## config.mk

```make
export PLATFORM = sky130hd
export DESIGN_NAME = score_tally_flat
export DESIGN_NICKNAME = d
export VERILOG_FILES = /design/src/rtl/rhythm_pkg.sv /design/src/rtl/score_tally_if.sv /design/src/rtl/bin2bcd_seq.sv /design/src/rtl/score_tally.sv /design/src/flat_wrapper.sv
export SDC_FILE = /design/constraint.sdc
export NUM_CORES = 1
export LEC_CHECK = 0
export BUFFER_PORTS_ARGS = -buffer_cell sky130_fd_sc_hd__buf_2
export CORE_AREA = 2 2 132 134
export DETAILED_ROUTE_END_ITERATION = 10
export DIE_AREA = 0 0 134 136
export PLACE_DENSITY_LB_ADDON = 0.15
export SYNTH_ARGS = -nofsm -noshare
export SYNTH_HDL_FRONTEND = slang
export SYNTH_HIERARCHICAL = 1
export SYNTH_SLANG_ARGS = --single-unit
export TNS_END_PERCENT = 20
```

## constraint.sdc

```tcl
create_clock -name frame_clk -period 9.7 [get_ports frame_clk]
set_input_delay 1.94 -clock frame_clk [delete_from_list [all_inputs] [get_ports frame_clk]]
set_output_delay 1.94 -clock frame_clk [all_outputs]
set_load 0.03 [all_outputs]
```

## src/rtl/rhythm_pkg.sv

```systemverilog
// Shared types and constants for the rhythm-game score path.
package rhythm_pkg;
  typedef enum logic [1:0] {ST_IDLE = 2'd0, ST_PLAY = 2'd1, ST_DONE = 2'd2} state_t;

  localparam int N_LANES_DEF   = 6;
  localparam int MISS_Y_DEF    = 360;
  localparam int SCORE_MAX_DEF = 9999;
  localparam int SCORE_W       = 14;
  localparam int Y_W           = 10;
  localparam int BCD_W         = 16;

  localparam logic [7:0] KEY_START = 8'h2C;
  localparam logic [7:0] KEY_IDLE  = 8'h01;

  localparam int HIT_POINTS = 10;
  localparam int COMBO_X2   = 4;
  localparam int COMBO_X4   = 8;

  function automatic logic [2:0] combo_mult(input logic [7:0] combo);
    if (combo >= 8'(COMBO_X4)) return 3'd4;
    if (combo >= 8'(COMBO_X2)) return 3'd2;
    return 3'd1;
  endfunction

  function automatic logic [7:0] sat_add8(input logic [7:0] a, input logic [15:0] b);
    logic [16:0] s;
    s = 17'(a) + 17'(b);
    return (s > 17'd255) ? 8'hFF : s[7:0];
  endfunction
endpackage

```

## src/rtl/score_tally_if.sv

```systemverilog
// Dropper-facing inputs and score outputs of the tally block.
interface score_tally_if import rhythm_pkg::*; #(
  parameter int N_LANES = N_LANES_DEF
) ();
  logic [7:0]                    keycode;
  logic [N_LANES-1:0]            score_in;
  logic [N_LANES-1:0][Y_W-1:0]   drop_y;
  logic [SCORE_W-1:0]            total_score;
  logic [7:0]                    combo;
  logic [7:0]                    max_combo;
  logic [7:0]                    hit_count;
  logic [7:0]                    miss_count;
  logic [BCD_W-1:0]              score_bcd;
  logic                          game_over;

  modport master (
    output keycode, score_in, drop_y,
    input  total_score, combo, max_combo, hit_count, miss_count, score_bcd, game_over
  );

  modport slave (
    input  keycode, score_in, drop_y,
    output total_score, combo, max_combo, hit_count, miss_count, score_bcd, game_over
  );
endinterface

```

## src/rtl/bin2bcd_seq.sv

```systemverilog
// Sequential double-dabble: one shift per cycle, result valid with o_done.
module bin2bcd_seq import rhythm_pkg::*; #(
  parameter int BIN_W  = SCORE_W,
  parameter int DIGITS = 4
) (
  input  logic                  clk,
  input  logic                  rst,
  input  logic                  i_start,
  input  logic [BIN_W-1:0]      i_bin,
  output logic                  o_busy,
  output logic                  o_done,
  output logic [4*DIGITS-1:0]   o_bcd
);
  localparam int CNT_W = $clog2(BIN_W + 1);

  logic [BIN_W-1:0]    r_bin;
  logic [4*DIGITS-1:0] r_work;
  logic [CNT_W-1:0]    r_cnt;
  logic                r_busy;
  logic                r_done;
  logic [4*DIGITS-1:0] w_adj;
  logic [4*DIGITS-1:0] w_shift;

  // Add-3 on every digit that would overflow past 9 after the next doubling.
  always_comb begin
    w_adj = r_work;
    for (int d = 0; d < DIGITS; d++)
      if (r_work[4*d +: 4] >= 4'd5) w_adj[4*d +: 4] = r_work[4*d +: 4] + 4'd3;
  end

  assign w_shift = {w_adj[4*DIGITS-2:0], r_bin[BIN_W-1]};

  always_ff @(posedge clk) begin
    if (rst) begin
      r_bin  <= '0;
      r_work <= '0;
      r_cnt  <= '0;
      r_busy <= 1'b0;
      r_done <= 1'b0;
    end else begin
      r_done <= 1'b0;
      if (r_busy) begin
        r_work <= w_shift;
        r_bin  <= {r_bin[BIN_W-2:0], 1'b0};
        r_cnt  <= r_cnt - 1'b1;
        if (r_cnt == CNT_W'(1)) begin
          r_busy <= 1'b0;
          r_done <= 1'b1;
        end
      end else if (i_start) begin
        r_bin  <= i_bin;
        r_work <= '0;
        r_cnt  <= CNT_W'(BIN_W);
        r_busy <= 1'b1;
      end
    end
  end

  assign o_busy = r_busy;
  assign o_done = r_done;
  assign o_bcd  = r_work;
endmodule

```

## src/rtl/score_tally.sv

```systemverilog
// Per-round hit/miss scoring with combo multiplier and a lazily refreshed BCD score.
module score_tally import rhythm_pkg::*; #(
  parameter int N_LANES   = N_LANES_DEF,
  parameter int MISS_Y    = MISS_Y_DEF,
  parameter int SCORE_MAX = SCORE_MAX_DEF
) (
  input  logic          frame_clk,
  input  logic          Reset,
  score_tally_if.slave  bus
);
  localparam int NW    = $clog2(N_LANES + 1);
  localparam int SUM_W = SCORE_W + NW + 6;

  state_t              r_state;
  logic [N_LANES-1:0]  r_prev;
  logic [N_LANES-1:0]  r_resolved;
  logic [SCORE_W-1:0]  r_total;
  logic [SCORE_W-1:0]  r_last_conv;
  logic [7:0]          r_combo;
  logic [7:0]          r_max_combo;
  logic [7:0]          r_hit_cnt;
  logic [7:0]          r_miss_cnt;
  logic                r_game_over;
  logic [BCD_W-1:0]    r_bcd;

  logic [N_LANES-1:0]  w_hit;
  logic [N_LANES-1:0]  w_miss;
  logic [N_LANES-1:0]  w_res_nxt;
  logic [NW-1:0]       w_nhit;
  logic [NW-1:0]       w_nmiss;
  logic [SUM_W-1:0]    w_sum;
  logic [SCORE_W-1:0]  w_total_nxt;
  logic [7:0]          w_combo_nxt;
  logic                w_to_idle;
  logic                w_clear;
  logic                w_conv_start;
  logic                w_conv_busy;
  logic                w_conv_done;
  logic [BCD_W-1:0]    w_conv_bcd;

  // A lane's hit wins over its miss because a miss requires score_in low.
  for (genvar i = 0; i < N_LANES; i++) begin : g_lane
    assign w_hit[i]  = ~r_resolved[i] & bus.score_in[i] & ~r_prev[i];
    assign w_miss[i] = ~r_resolved[i] & ~bus.score_in[i] &
                       (bus.drop_y[i] >= Y_W'(MISS_Y));
  end

  assign w_res_nxt = r_resolved | w_hit | w_miss;

  always_comb begin
    w_nhit  = '0;
    w_nmiss = '0;
    for (int i = 0; i < N_LANES; i++) begin
      w_nhit  = w_nhit  + NW'(w_hit[i]);
      w_nmiss = w_nmiss + NW'(w_miss[i]);
    end
  end

  // Every hit in a cycle uses the multiplier of the combo held before the cycle.
  assign w_sum = SUM_W'(r_total) +
                 SUM_W'(w_nhit) * SUM_W'(HIT_POINTS) * SUM_W'(combo_mult(r_combo));
  assign w_total_nxt = (w_sum > SUM_W'(SCORE_MAX)) ? SCORE_W'(SCORE_MAX) : w_sum[SCORE_W-1:0];
  assign w_combo_nxt = (|w_miss) ? 8'd0 : sat_add8(r_combo, 16'(w_nhit));

  assign w_to_idle = ((r_state == ST_PLAY) || (r_state == ST_DONE)) && (bus.keycode == KEY_IDLE);
  assign w_clear   = w_to_idle || ((r_state != ST_PLAY) && (r_state != ST_DONE));

  always_ff @(posedge frame_clk) begin
    if (Reset || w_clear) begin
      r_state     <= (!Reset && (r_state == ST_IDLE) && (bus.keycode == KEY_START)) ? ST_PLAY : ST_IDLE;
      r_prev      <= '0;
      r_resolved  <= '0;
      r_total     <= '0;
      r_combo     <= '0;
      r_max_combo <= '0;
      r_hit_cnt   <= '0;
      r_miss_cnt  <= '0;
      r_game_over <= 1'b0;
    end else if (r_state == ST_PLAY) begin
      r_prev      <= bus.score_in;
      r_resolved  <= w_res_nxt;
      r_total     <= w_total_nxt;
      r_combo     <= w_combo_nxt;
      r_max_combo <= (w_combo_nxt > r_max_combo) ? w_combo_nxt : r_max_combo;
      r_hit_cnt   <= sat_add8(r_hit_cnt, 16'(w_nhit));
      r_miss_cnt  <= sat_add8(r_miss_cnt, 16'(w_nmiss));
      r_game_over <= &w_res_nxt;
      if (&w_res_nxt) r_state <= ST_DONE;
    end
  end

  // Convert only when the score moved; a change mid-conversion is caught next round.
  assign w_conv_start = ~w_conv_busy & (r_total != r_last_conv);

  always_ff @(posedge frame_clk) begin
    if (Reset) begin
      r_last_conv <= '0;
      r_bcd       <= '0;
    end else begin
      if (w_conv_start) r_last_conv <= r_total;
      if (w_conv_done)  r_bcd       <= w_conv_bcd;
    end
  end

  bin2bcd_seq #(.BIN_W(SCORE_W), .DIGITS(BCD_W / 4)) u_bcd (
    .clk     (frame_clk),
    .rst     (Reset),
    .i_start (w_conv_start),
    .i_bin   (r_total),
    .o_busy  (w_conv_busy),
    .o_done  (w_conv_done),
    .o_bcd   (w_conv_bcd)
  );

  assign bus.total_score = r_total;
  assign bus.combo       = r_combo;
  assign bus.max_combo   = r_max_combo;
  assign bus.hit_count   = r_hit_cnt;
  assign bus.miss_count  = r_miss_cnt;
  assign bus.score_bcd   = r_bcd;
  assign bus.game_over   = r_game_over;
endmodule

```

## src/flat_wrapper.sv

```systemverilog
// flat-port wrapper written by rule: the top's interface ports become plain ports
module score_tally_flat import rhythm_pkg::*;
#(
  parameter int N_LANES   = N_LANES_DEF,
  parameter int MISS_Y    = MISS_Y_DEF,
  parameter int SCORE_MAX = SCORE_MAX_DEF
)
  (frame_clk, Reset, bus_keycode, bus_score_in, bus_drop_y, bus_total_score, bus_combo, bus_max_combo, bus_hit_count, bus_miss_count, bus_score_bcd, bus_game_over);
  score_tally_if #(.N_LANES(N_LANES)) bus_i ();
  input  logic frame_clk;
  input  logic Reset;
  input wire logic [$bits(bus_i.keycode)-1:0] bus_keycode;
  input wire logic [$bits(bus_i.score_in)-1:0] bus_score_in;
  input wire logic [$bits(bus_i.drop_y)-1:0] bus_drop_y;
  output wire logic [$bits(bus_i.total_score)-1:0] bus_total_score;
  output wire logic [$bits(bus_i.combo)-1:0] bus_combo;
  output wire logic [$bits(bus_i.max_combo)-1:0] bus_max_combo;
  output wire logic [$bits(bus_i.hit_count)-1:0] bus_hit_count;
  output wire logic [$bits(bus_i.miss_count)-1:0] bus_miss_count;
  output wire logic [$bits(bus_i.score_bcd)-1:0] bus_score_bcd;
  output wire logic [$bits(bus_i.game_over)-1:0] bus_game_over;
  assign bus_i.keycode = bus_keycode;
  assign bus_i.score_in = bus_score_in;
  assign bus_i.drop_y = bus_drop_y;
  assign bus_total_score = bus_i.total_score;
  assign bus_combo = bus_i.combo;
  assign bus_max_combo = bus_i.max_combo;
  assign bus_hit_count = bus_i.hit_count;
  assign bus_miss_count = bus_i.miss_count;
  assign bus_score_bcd = bus_i.score_bcd;
  assign bus_game_over = bus_i.game_over;
  score_tally #(.N_LANES(N_LANES), .MISS_Y(MISS_Y), .SCORE_MAX(SCORE_MAX)) u_core (.frame_clk(frame_clk), .Reset(Reset), .bus(bus_i));
endmodule
```

# == Word-level counts from Yosys, hierarchy flattened ==
# Cells that the tools add are included.
# word_totals
elab_cells,157
output_inout_bits,63
regBits,127
inputBits,76
# classes
reduce_logical,18
muxes,30
bitwise,46
order_cmp,17
n_eq_ne,8
add_sub_neg,19
multipliers,2
# op_table
operator,n
$ge A10 B9 Y1 const B,6
$gt A17 B8 Y1 const B,3
$mux W14,3
$mux W16,2
$mux W8,4
$add A8 B3 Y9,3
$and A1 B1 Y1,25
$add A3 B1 Y3,8
$gt A23 B14 Y1 const B,1
$mux W4,5
$not A1 Y1,19
$ge A4 B3 Y1 const B,4
$add A14 B10 Y15,1
$mux W3,5
$ne A14 B14 Y1,1
$add A4 B2 Y4 const B,3
$or A6 B6 Y6,2
$mul A6 B3 Y9,1
$eq A8 B1 Y1 const B,1
$eq A8 B6 Y1 const B,1
$ge A8 B3 Y1 const B,1
$ge A8 B4 Y1 const B,1
$gt A8 B8 Y1,1
$mux W1,8
19 further kinds,31

# == Logic depth before layout (Yosys ltp) ==
# Gate-level depths: netlist of run 1.
# depth
word_depth,14
depth_mapped,28
ltp_nobuf,28

# == By module ==
# Netlist of run 1, hierarchy kept.
# modules_own_cells
module,area_per_inst_um2,cells_each,seq_area_each_um2,instances
score_tally,5728.0,660,1841.8,1
bin2bcd_seq,1754.2,195,720.7,1

# == Least setup slack after synthesis of run 1 ==
# OpenSTA, ideal clock, no wires.
# synth_path
path_type,input to register
start,input bus_score_in[0]
end,"register u_core.r_total[1], in the netlist u_core/bus.total_score[1]"
stages,27
t_arrival_ns,8.003
n_path_buf,0
path_slack_ns,1.561
setup_time_ns,0.137
path_cell_list,inv_1 or3_1 fa_1 inv_1 fa_1 ha_1 fa_1 ha_1 ha_1 nand2_1 fa_1 inv_1 ha_1 a21o_1 a21oi_1 o21bai_1 a21oi_1 xor2_1 ha_1 o21a_1 o21a_1 o32ai_2 a211oi_1 o221ai_2 or4_4 o21ai_4 a31oi_1
# synth_between
elab_chain_cells,12
# synth_lines
element,line_no,rtl
start: declaration,flat_wrapper.sv:13,input wire logic [$bits(bus_i.score_in)-1:0] bus_score_in;
$and A1 B1 Y1 * (2 in a row),score_tally.sv:43,assign w_hit[i] = ~r_resolved[i] & bus.score_in[i] & ~r_prev[i];
$add A1 B1 Y2 *,score_tally.sv:54,w_nhit = w_nhit + NW'(w_hit[i]);
$add A3 B1 Y3 * (4 in a row),score_tally.sv:54,
$mul A3 B3 Y6 *,score_tally.sv:61,SUM_W'(w_nhit) * SUM_W'(HIT_POINTS) * SUM_W'(combo_mult(r_combo));
$mul A6 B3 Y9 *,score_tally.sv:61,
$add A14 B10 Y15 *,score_tally.sv:60,assign w_sum = SUM_W'(r_total) +
$gt A23 B14 Y1,score_tally.sv:62,assign w_total_nxt = (w_sum > SUM_W'(SCORE_MAX)) ? SCORE_W'(SCORE_MAX) : w_sum[SCORE_W-1:0];
$mux W14 *,score_tally.sv:62,
end signal: assignment,score_tally.sv:82,r_total <= w_total_nxt;
end: declaration,score_tally.sv:17,logic [SCORE_W-1:0] r_total;
# Every way passes the cells marked *; elsewhere a longest branch is shown, timed or not.
# A chain may end at the register's enable or synchronous reset.

# == Worst setup path after layout of run 1 ==
# layout_path
start,input bus_score_in[0]
end,"register u_core.r_total[11], in the netlist u_core/bus.total_score[11]"
# The elaborated chain is that of the path after synthesis.

==> results of run 1 <==
==> state kept, by name (all words and copies together) (netlist names), 2 cells and up <==
signal / count
u_core/u_bcd/r_cnt: 4
u_core/u_bcd/r_bin: 14
u_core/bus.total_score: 14
u_core/bus.hit_count: 8
u_core/bus.combo: 8
u_core/r_state: 2
u_core/r_last_conv: 14
u_core/bus.score_bcd: 16
u_core/bus.max_combo: 8
u_core/r_resolved: 6
u_core/bus.miss_count: 8
u_core/r_prev: 6
u_core/u_bcd/o_bcd: 16
==> area by class of cell <==
cell class,count,area [um2],area share (%)
Inverter,63,241,2.74
Timing Repair Buffer,126,646,7.32
Multi-Input combinational cell,628,4520,51.3
Clock buffer,19,433,4.91
Sequential cell,127,2560,29.1
Tap cell,225,282,3.19
Clock inverter,13,129,1.46
==> synth_stat cells, types with 8 or more instances <==
| cell type | number | area share (%) |
|---|---|---|
| a21oi_1 | 63 | 4.2 |
| a22o_1 | 11 | 1.3 |
| a31oi_1 | 9 | 0.75 |
| and3_1 | 8 | 0.67 |
| buf_2 | 11 | 0.74 |
| clkbuf_1 | 18 | 0.90 |
| dfxtp_1 | 125 | 33 |
| fa_1 | 15 | 4.0 |
| ha_1 | 49 | 8.2 |
| inv_1 | 61 | 3.1 |
| mux2i_1 | 71 | 9.5 |
| nand2_1 | 40 | 2.0 |
| nand2b_1 | 14 | 1.2 |
| nand3_1 | 13 | 0.87 |
| nor2_1 | 119 | 6.0 |
| nor3_1 | 16 | 1.1 |
| o21a_1 | 8 | 0.80 |
| o21ai_0 | 33 | 2.2 |
| or3_1 | 10 | 0.84 |
| xnor2_1 | 17 | 2.0 |
| xor2_1 | 23 | 2.7 |
==> cells by family (layout without fill, tap and decap cells) <==
kind of cell | count (synthesis) | after routing | share of synthesized area, %
mux | 72 | 72 | 9.65
xor+xnor | 40 | 40 | 4.68
buf+inv | 100 | 221 | 5.52
fa+ha+maj | 64 | 64 | 12.2
compound gates | 182 | 182 | 16.0
flops | 127 | 127 | 34.2
simple gates | 270 | 270 | 17.7
==> worst reg2reg max path, delay by kind of cell, from the launching register on <==
kind	cells	cell delay, ns
DFF	1	0.34
and+or+nand+nor	2	0.48
adders and majority gates	9	3.44
AOI/OAI and AO/OA	11	2.57
xor gates and xnor gates	1	0.11
buffers and inverters	2	0.11
==> worst paths after layout <==
kind	start	endpoint	slack [ns]	depth (start not counted)
hold reg to reg	u_core/u_bcd/r_bin[6]	u_core/u_bcd/r_bin[7]	0.48	2
setup reg to reg	u_core/r_resolved[0]	u_core/bus.total_score[11]	2.52	25
hold / removal	u_core/u_bcd/r_bin[6]	u_core/u_bcd/r_bin[7]	0.48	2
setup / recovery	bus_score_in[0]	u_core/bus.total_score[11]	1.26	27
==> layer usage <==
layer | track usage, % | vias to the layer above
met4 | 6.38 | 0
met3 | 4.44 | 4
met2 | 32.4 | 113
met1 | 23.6 | 2830
li1 | - | 3201
met5 | 0 | -
==> through the flow <==
step           setup WS (ns)  hold slack [ns]  utilization, %  std cells
3_5_place_dp           0.812            0.476            48.9       1169
4_1_cts                 1.25            0.490            52.2       1201
2_1_floorplan           1.56            0.448               -        855
5_1_grt                0.809            0.512            52.2       1201
6_report                1.26            0.485            52.2       1201
3_3_place_gp           0.927            0.463            48.9       1169
==> power groups by stage <==
stage          combinational, mW  clock (mW)  sequential (mW)
6_report                   0.552       0.609            0.561
5_1_grt                    0.620       0.649            0.564
4_1_cts                    0.560       0.625            0.561
3_5_place_dp               0.557           0            0.573
3_3_place_gp               0.551           0            0.572
2_1_floorplan              0.422           0            0.579
==> run_results.csv, run 1 <==
group,metric,value,unit
logic_synthesis,syn-cell-area,7480,um2
sta,finalClockSkew,0.0147,ns
sta,final_hold_viol_count,0,
sta,finalSetupTns,0,ns
placed_design,dpl.hpwl,11700,um
die,dieArea,18200,um2
grt,overflow,0,
detailed_routing,dr.first_iter.drc_count,272,
clocking,cts-root-buf,"clkbuf_16",
logic_synthesis,syn_area_per_cell,8.75,um2
grt,first_global_vias,5895,
pwr,p_seq_share,32.6,%
worst_hold_path,hold_class,"reg -> reg",
detailed_routing,viasPerCell,5.12,
sta,min_period,8.44,ns
logic_synthesis,synthesis.nets,995,
pwr,p_per_area,195,nW/um2
pwr,p_clk_share,35.4,%
detailed_routing,routed_wirelength,16600,um
pwr,power_leakage,3.77,nW
worst_setup_path,path_buf_inv,4,
sta,worst_pin_slew,0.900,ns
worst_setup_path,worstPathMaxFanout,7,
sta,setup_viol,0,
worst_setup_path,slowest_delay,0.57,ns
pwr,p_switching,0.620,mW
detailed_routing,avgRoutedWirePerCell,13.8,um
worst_setup_path,crit_required,10.01,ns
cells_and_area,fin_nets,1103,
logic_synthesis,seq_area_frac_synth,34.2,%
logic_synthesis,synth_warnings,6,
logic_synthesis,synthArstFlopShare,0,%
grt,antenna_found_initial,0,
detailed_routing,antenna_left,0,
die,initial_core_util,44.3,%
clocking,clkSinkCount,127,
clocking,postCtsSetupRepairBufs,0,
cells_and_area,final_cell_mix,"dfxtp_1, buf_2, nor2_1, mux2i_1, a21oi_1",
placed_design,gp_congestion,0.833,
detailed_routing,wl_met3,724,um
detailed_routing,highest_layer,"met4",
die,io_pins,139,
grt,grt_max_degree,59,
pwr,p_comb_share,32.1,%
worst_setup_path,cp.arrival,8.74,ns
clocking,cts_tree,"built",
worst_setup_path,crit_top_cell,"ha_1",
clocking,numCtsBuffers,17,
detailed_routing,wl_met2,7790,um
cells_and_area,fill_cells,1605,
cells_and_area,layout-drive-gt1-share,18.1,%
sta,drv_slew,0,
logic_synthesis,syn_inst,855,
placed_design,portBuffers,120,
cells_and_area,syn_to_final_growth,17.8,%
grt,grt_pass1_wl,28100,um
detailed_routing,route.vias.total,6148,
status,status,"completed",
clocking,clk_path_buf_depth,2,
pwr,peakVddDrop,0.196,mV
worst_setup_path,slowest_stage,"o31ai_2",
logic_synthesis,synth_edf_count,2,
sta,period_share,87.0,%
pwr,p_int,1.10,mW
die,core_area,16900,um2
die,die_h,136,um
pwr,power.total,1.72,mW
sta,rsz0062_at_grt,"no",
cells_and_area,layout_commonest_cell,"dfxtp_1",
logic_synthesis,yosysUniqueCellTypes,70,
sta,max_freq,119,MHz
flow_run,cap_violations,0,
clocking,clk_latency,0.42,ns
logic_synthesis,synthFlopType,"dfxtp_1",
cells_and_area,insertedDiodeCount,0,
sta,slew_headroom,39.9,%
grt,grt_use_total,19.0,%
die,chipWidth,134,um
detailed_routing,drcViolationCount,0,
die,row_count,48,
worst_setup_path,critPathKind,"in -> reg",
clocking,postCtsResizedCells,0,
cells_and_area,fin_area,8820,um2
worst_setup_path,cp_top_family,"adder cells",
logic_synthesis,synth_seq_cells,127,
clocking,cts_hold_buf,0,
detailed_routing,drtPass1Iterations,5,
pwr,swShare,36.0,%
detailed_routing,routedLengthMet1,7980,um
clocking,cts_max_level,4,
worst_setup_path,start_kind,"input pin",
worst_setup_path,cp-end-kind,"flip-flop",
clocking,cts.clk_slew.worst_paths,0.06,ns
placed_design,post_dp_cell_area,8260,um2
Note: power is estimated with default switching activity, not from simulation.
==> inputs of run 2 (changes only) <==
Settings changed: CELL_PAD_IN_SITES_DETAIL_PLACEMENT set to 1, CELL_PAD_IN_SITES_GLOBAL_PLACEMENT set to 1, CORE_AREA 2 2 132 134 to 2 2 137 139, DIE_AREA 0 0 134 136 to 0 0 139 141.
==> run 2 against run 1 <==
  * Power up 2.2%
  * Sequential power hardly changed
  * Core utilization is 3.7 points lower
  * Final cell count grew 0.75%
  * Non-clock buffer count unchanged
  * Count of clock-buffer cells in the layout up 1
  * Combinational power rose by 0.9%
  * Global-route usage rose by 1.1 points
  * Critical path depth rose by 1
  * Fmax decreased by 0.81%
  * Routed wire length up 16%
==> run_results.csv, run 2 (same netlist as run 1, synthesis figures left out) <==
group,metric,value,unit
sta,max_freq,118,MHz
grt,first_global_vias,6670,
die,chipWidth,139,um
clocking,clkSinkCount,127,
clocking,cts_hold_buf,0,
pwr,swShare,35.3,%
detailed_routing,routed_wirelength,19200,um
grt,grt_max_degree,59,
clocking,postCtsSetupRepairBufs,0,
placed_design,post_dp_cell_area,8270,um2
cells_and_area,layout_commonest_cell,"dfxtp_1",
sta,whs,0.486,ns
sta,period_share,87.7,%
sta,slew_headroom,34.3,%
cells_and_area,layout-drive-gt1-share,18.1,%
placed_design,dp_slack,0.762,ns
clocking,cts.clk_slew.worst_paths,0.06,ns
detailed_routing,viasPerCell,5.29,
worst_setup_path,start_kind,"input pin",
worst_hold_path,hold_class,"reg -> reg",
die,row_count,50,
detailed_routing,route.vias.total,6405,
placed_design,gp_congestion,0.788,
pwr,p_per_area,199,nW/um2
sta,final_hold_viol_count,0,
clocking,clk_latency,0.42,ns
sta,setup_slack,1.20,ns
cells_and_area,fin_util,48.5,%
clocking,clk_path_buf_depth,2,
die,die_h,141,um
cells_and_area,fin_area,8860,um2
pwr,p_seq_share,32.0,%
clocking,cts_max_level,4,
detailed_routing,dr.first_iter.drc_count,198,
grt,grt_use_total,20.1,%
worst_setup_path,critPathKind,"in -> reg",
sta,worst_pin_slew,0.984,ns
clocking,postCtsResizedCells,0,
die,io_pins,139,
sta,rsz0062_at_grt,"no",
pwr,power.total,1.76,mW
detailed_routing,drtPass1Iterations,4,
flow_run,cap_violations,0,
placed_design,dpl.hpwl,13800,um
cells_and_area,syn_to_final_growth,18.4,%
sta,min_period,8.50,ns
pwr,p_clk_share,36.4,%
clocking,cts-root-buf,"clkbuf_16",
sta,finalClockSkew,0.00916,ns
worst_setup_path,crit_required,9.96,ns
sta,setup_viol,0,
clocking,numCtsBuffers,17,
placed_design,dpl.cell_count,1178,
worst_setup_path,cp.arrival,8.76,ns
pwr,p_switching,0.621,mW
grt,antenna_found_initial,0,
die,initial_core_util,41.0,%
detailed_routing,drcViolationCount,0,
sta,drv_slew,0,
die,core_area,18300,um2
placed_design,portBuffers,120,
clocking,cts_tree,"built",
grt,overflow,0,
pwr,p_comb_share,31.6,%
status,status,"completed",
sta,finalSetupTns,0,ns
pwr,power_leakage,3.79,nW
worst_setup_path,worstPathMaxFanout,7,
die,dieArea,19600,um2
grt,grt_pass1_wl,32600,um
cells_and_area,stdcell_count,1210,
pwr,p_int,1.14,mW
cells_and_area,insertedDiodeCount,0,
detailed_routing,antenna_left,0,
detailed_routing,avgRoutedWirePerCell,15.9,um
worst_setup_path,cp-end-kind,"flip-flop",
cells_and_area,fin_nets,1103,
cells_and_area,final_cell_mix,"dfxtp_1, buf_2, nor2_1, mux2i_1, a21oi_1",
pwr,peakVddDrop,0.215,mV
## run 2: cell type report
class	count	area (um2)
clock inverters	12	135
well taps	234	293
repair buffers	126	646
fillers	2233	9410
clock buffers	20	458
inverters	63	241
flip-flops and latches	127	2560
multi-input cells	628	4520
## run 2: power by group through the flow
| stage | clock, mW | combinational, mW | sequential [mW] |
|---|---|---|---|
| after floorplan | 0 | 0.422 | 0.579 |
| after global placement | 0 | 0.547 | 0.574 |
| after detailed placement | 0 | 0.562 | 0.574 |
| after CTS | 0.661 | 0.565 | 0.563 |
| after global routing | 0.680 | 0.626 | 0.566 |
| final | 0.641 | 0.557 | 0.563 |
## run 2: path summary, 6_finish.rpt
check | start | endpoint | slack [ns] | depth (start not counted)
setup / recovery | bus_score_in[0] | u_core/bus.total_score[2] | 1.20 | 28
hold / removal | u_core/bus.score_bcd[7] | u_core/bus.score_bcd[7] | 0.49 | 2
setup reg to reg | u_core/r_resolved[0] | u_core/bus.total_score[2] | 2.45 | 26
hold reg to reg | u_core/bus.score_bcd[7] | u_core/bus.score_bcd[7] | 0.49 | 2
## run 2: per-layer routing
metal  routed length (um)  GRT usage [%]  vias up
met5                    0              0        -
met1                 8630           23.9     3094
met4                  275           6.01        0
met2                 9620           36.2       91
li1                     -              -     3198
met3                  669           4.38       22
## run 2: critical path, stage by stage
cell	delay, ns
buf_2	0.10
inv_1	0.05
or3_1	0.33
fa_1	0.54
inv_1	0.05
fa_1	0.47
ha_1	0.22
fa_1	0.48
ha_1	0.23
ha_1	0.31
nand2_1	0.08
fa_1	0.54
inv_1	0.06
ha_1	0.29
a21o_1	0.18
a21oi_1	0.25
o21bai_1	0.10
a21oi_1	0.18
xor2_1	0.18
ha_1	0.30
o21a_1	0.15
a211oi_2	0.25
o2bb2ai_1	0.24
nor3_2	0.24
o221ai_2	0.18
or4_4	0.58
o21ai_4	0.13
a31oi_1	0.12
==> inputs of run 3 (changes only) <==
Settings changed: CORE_AREA 2 2 137 139 to 2 2 140 142, DIE_AREA 0 0 139 141 to 0 0 142 144.
==> run 3 against run 2 <==
  * Cell area is essentially flat
  * Fmax shrank 0.73%
  * Clock power shrank 1%
  * Core utilization shrank 2.1 points
  * Sequential power is essentially flat
  * Clock skew grew 0.0065 ns
  * Sequential share of layout area is essentially flat
  * Power shrank 0.56%
  * Largest cell class unchanged
  * Final cell count grew 0.25%
  * Register-to-register slack lost 0.07 ns
==> run_results.csv, run 3 (same netlist as run 1, synthesis figures left out) <==
group,metric,value,unit
detailed_routing,viasPerCell,5.24,
placed_design,dp_slack,0.754,ns
sta,final_hold_viol_count,0,
clocking,postCtsSetupRepairBufs,0,
grt,grt_use_total,19.2,%
die,core_area,19100,um2
pwr,peakVddDrop,0.119,mV
cells_and_area,layout_commonest_cell,"dfxtp_1",
worst_setup_path,cp.arrival,8.89,ns
pwr,p_per_area,198,nW/um2
worst_setup_path,crit_required,10.02,ns
worst_setup_path,cp-end-kind,"flip-flop",
grt,antenna_found_initial,0,
cells_and_area,fin_nets,1102,
cells_and_area,final_cell_mix,"dfxtp_1, buf_2, nor2_1, mux2i_1, a21oi_1",
sta,period_share,88.3,%
cells_and_area,fin_util,46.4,%
clocking,clk_path_buf_depth,2,
clocking,cts-root-buf,"clkbuf_16",
grt,overflow,0,
sta,min_period,8.57,ns
clocking,cts_max_level,4,
clocking,numCtsBuffers,17,
clocking,cts.clk_slew.worst_paths,0.06,ns
clocking,clkSinkCount,127,
detailed_routing,wl_met2,9320,um
placed_design,portBuffers,120,
status,status,"completed",
worst_setup_path,worstPathMaxFanout,7,
pwr,power.total,1.75,mW
detailed_routing,antenna_left,0,
die,dieArea,20400,um2
die,chipWidth,142,um
detailed_routing,dr.first_iter.drc_count,208,
worst_setup_path,start_kind,"input pin",
pwr,power_leakage,3.78,nW
detailed_routing,avgRoutedWirePerCell,15.7,um
detailed_routing,drtPass1Iterations,4,
grt,first_global_vias,6399,
die,initial_core_util,39.2,%
sta,finalSetupTns,0,ns
clocking,cts_tree,"built",
detailed_routing,routed_wirelength,19100,um
clocking,cts_hold_buf,0,
placed_design,dpl.hpwl,13700,um
sta,rsz0062_at_grt,"no",
sta,setup_viol,0,
sta,whs,0.483,ns
die,io_pins,139,
placed_design,gp_congestion,0.767,
detailed_routing,routedLengthMet1,8760,um
detailed_routing,route.vias.total,6355,
sta,drv_slew,0,
flow_run,cap_violations,0,
grt,grt_pass1_wl,31500,um
sta,worst_pin_slew,1.02,ns
cells_and_area,syn_to_final_growth,18.3,%
detailed_routing,highest_layer,"met4",
sta,setup_slack,1.13,ns
worst_hold_path,hold_class,"reg -> reg",
detailed_routing,wl_met3,831,um
detailed_routing,drcViolationCount,0,
worst_setup_path,critPathKind,"in -> reg",
sta,slew_headroom,32.0,%
grt,grt_max_degree,59,
die,row_count,51,
clocking,clk_latency,0.43,ns
cells_and_area,insertedDiodeCount,0,
sta,max_freq,117,MHz
clocking,postCtsResizedCells,0,
sta,finalClockSkew,0.0157,ns
die,die_h,144,um
cells_and_area,layout-drive-gt1-share,18.4,%
## run 3: report_power, final
group / switching [mW] / internal (mW)
Combinational: 0.354 / 0.200
Sequential: 0.0196 / 0.544
Clock: 0.266 / 0.368
## run 3: final timing paths
| check | depth (start not counted) | end | slack [ns] | from |
|---|---|---|---|---|
| setup reg to reg | 25 | u_core/bus.total_score[11] | 2.38 | u_core/r_resolved[0] |
| hold / removal | 2 | u_core/r_prev[4] | 0.48 | u_core/r_prev[4] |
| hold reg to reg | 2 | u_core/r_prev[4] | 0.48 | u_core/r_prev[4] |
| setup / recovery | 27 | u_core/bus.total_score[11] | 1.13 | bus_score_in[0] |
## run 3: critical path, cell delays in order
cell and delay, ns:
buf_2 0.10, inv_1 0.04, or3_1 0.33, fa_1 0.54
inv_1 0.05, fa_1 0.48, ha_1 0.22, fa_1 0.49
ha_1 0.24, ha_1 0.32, nand2_1 0.08, fa_1 0.54
inv_1 0.06, ha_1 0.29, a21o_1 0.19, a21oi_1 0.23
o21bai_1 0.09, a21oi_1 0.19, xor2_1 0.09, ha_1 0.36
o21a_1 0.18, a211oi_2 0.09, o2bb2ai_1 0.49, o211ai_1 0.24
o31ai_2 0.60, o21ai_4 0.19, o21a_1 0.20
## run 3: cell type report
cell class	count	area, um2
clock buffers	18	439
multi-input cells	628	4530
fillers	2271	10200
inverters	63	241
well taps	238	298
clock inverters	14	146
flip-flops and latches	127	2560
repair buffers	125	638
## run 3: metal layers
metal  GRT usage [%]  vias to the layer above
li1                -                     3205
met1            23.5                     3034
met2            33.8                      101
met3            4.87                       15
met4            4.63                        0
met5               0                        -
## run 3: stage by stage
step           cell area, um2  instances
6_report                 8850       1213
5_1_grt                  8850       1213
4_1_cts                  8850       1213
3_5_place_dp             8270       1181
3_3_place_gp             8270       1181
2_1_floorplan            7480        855
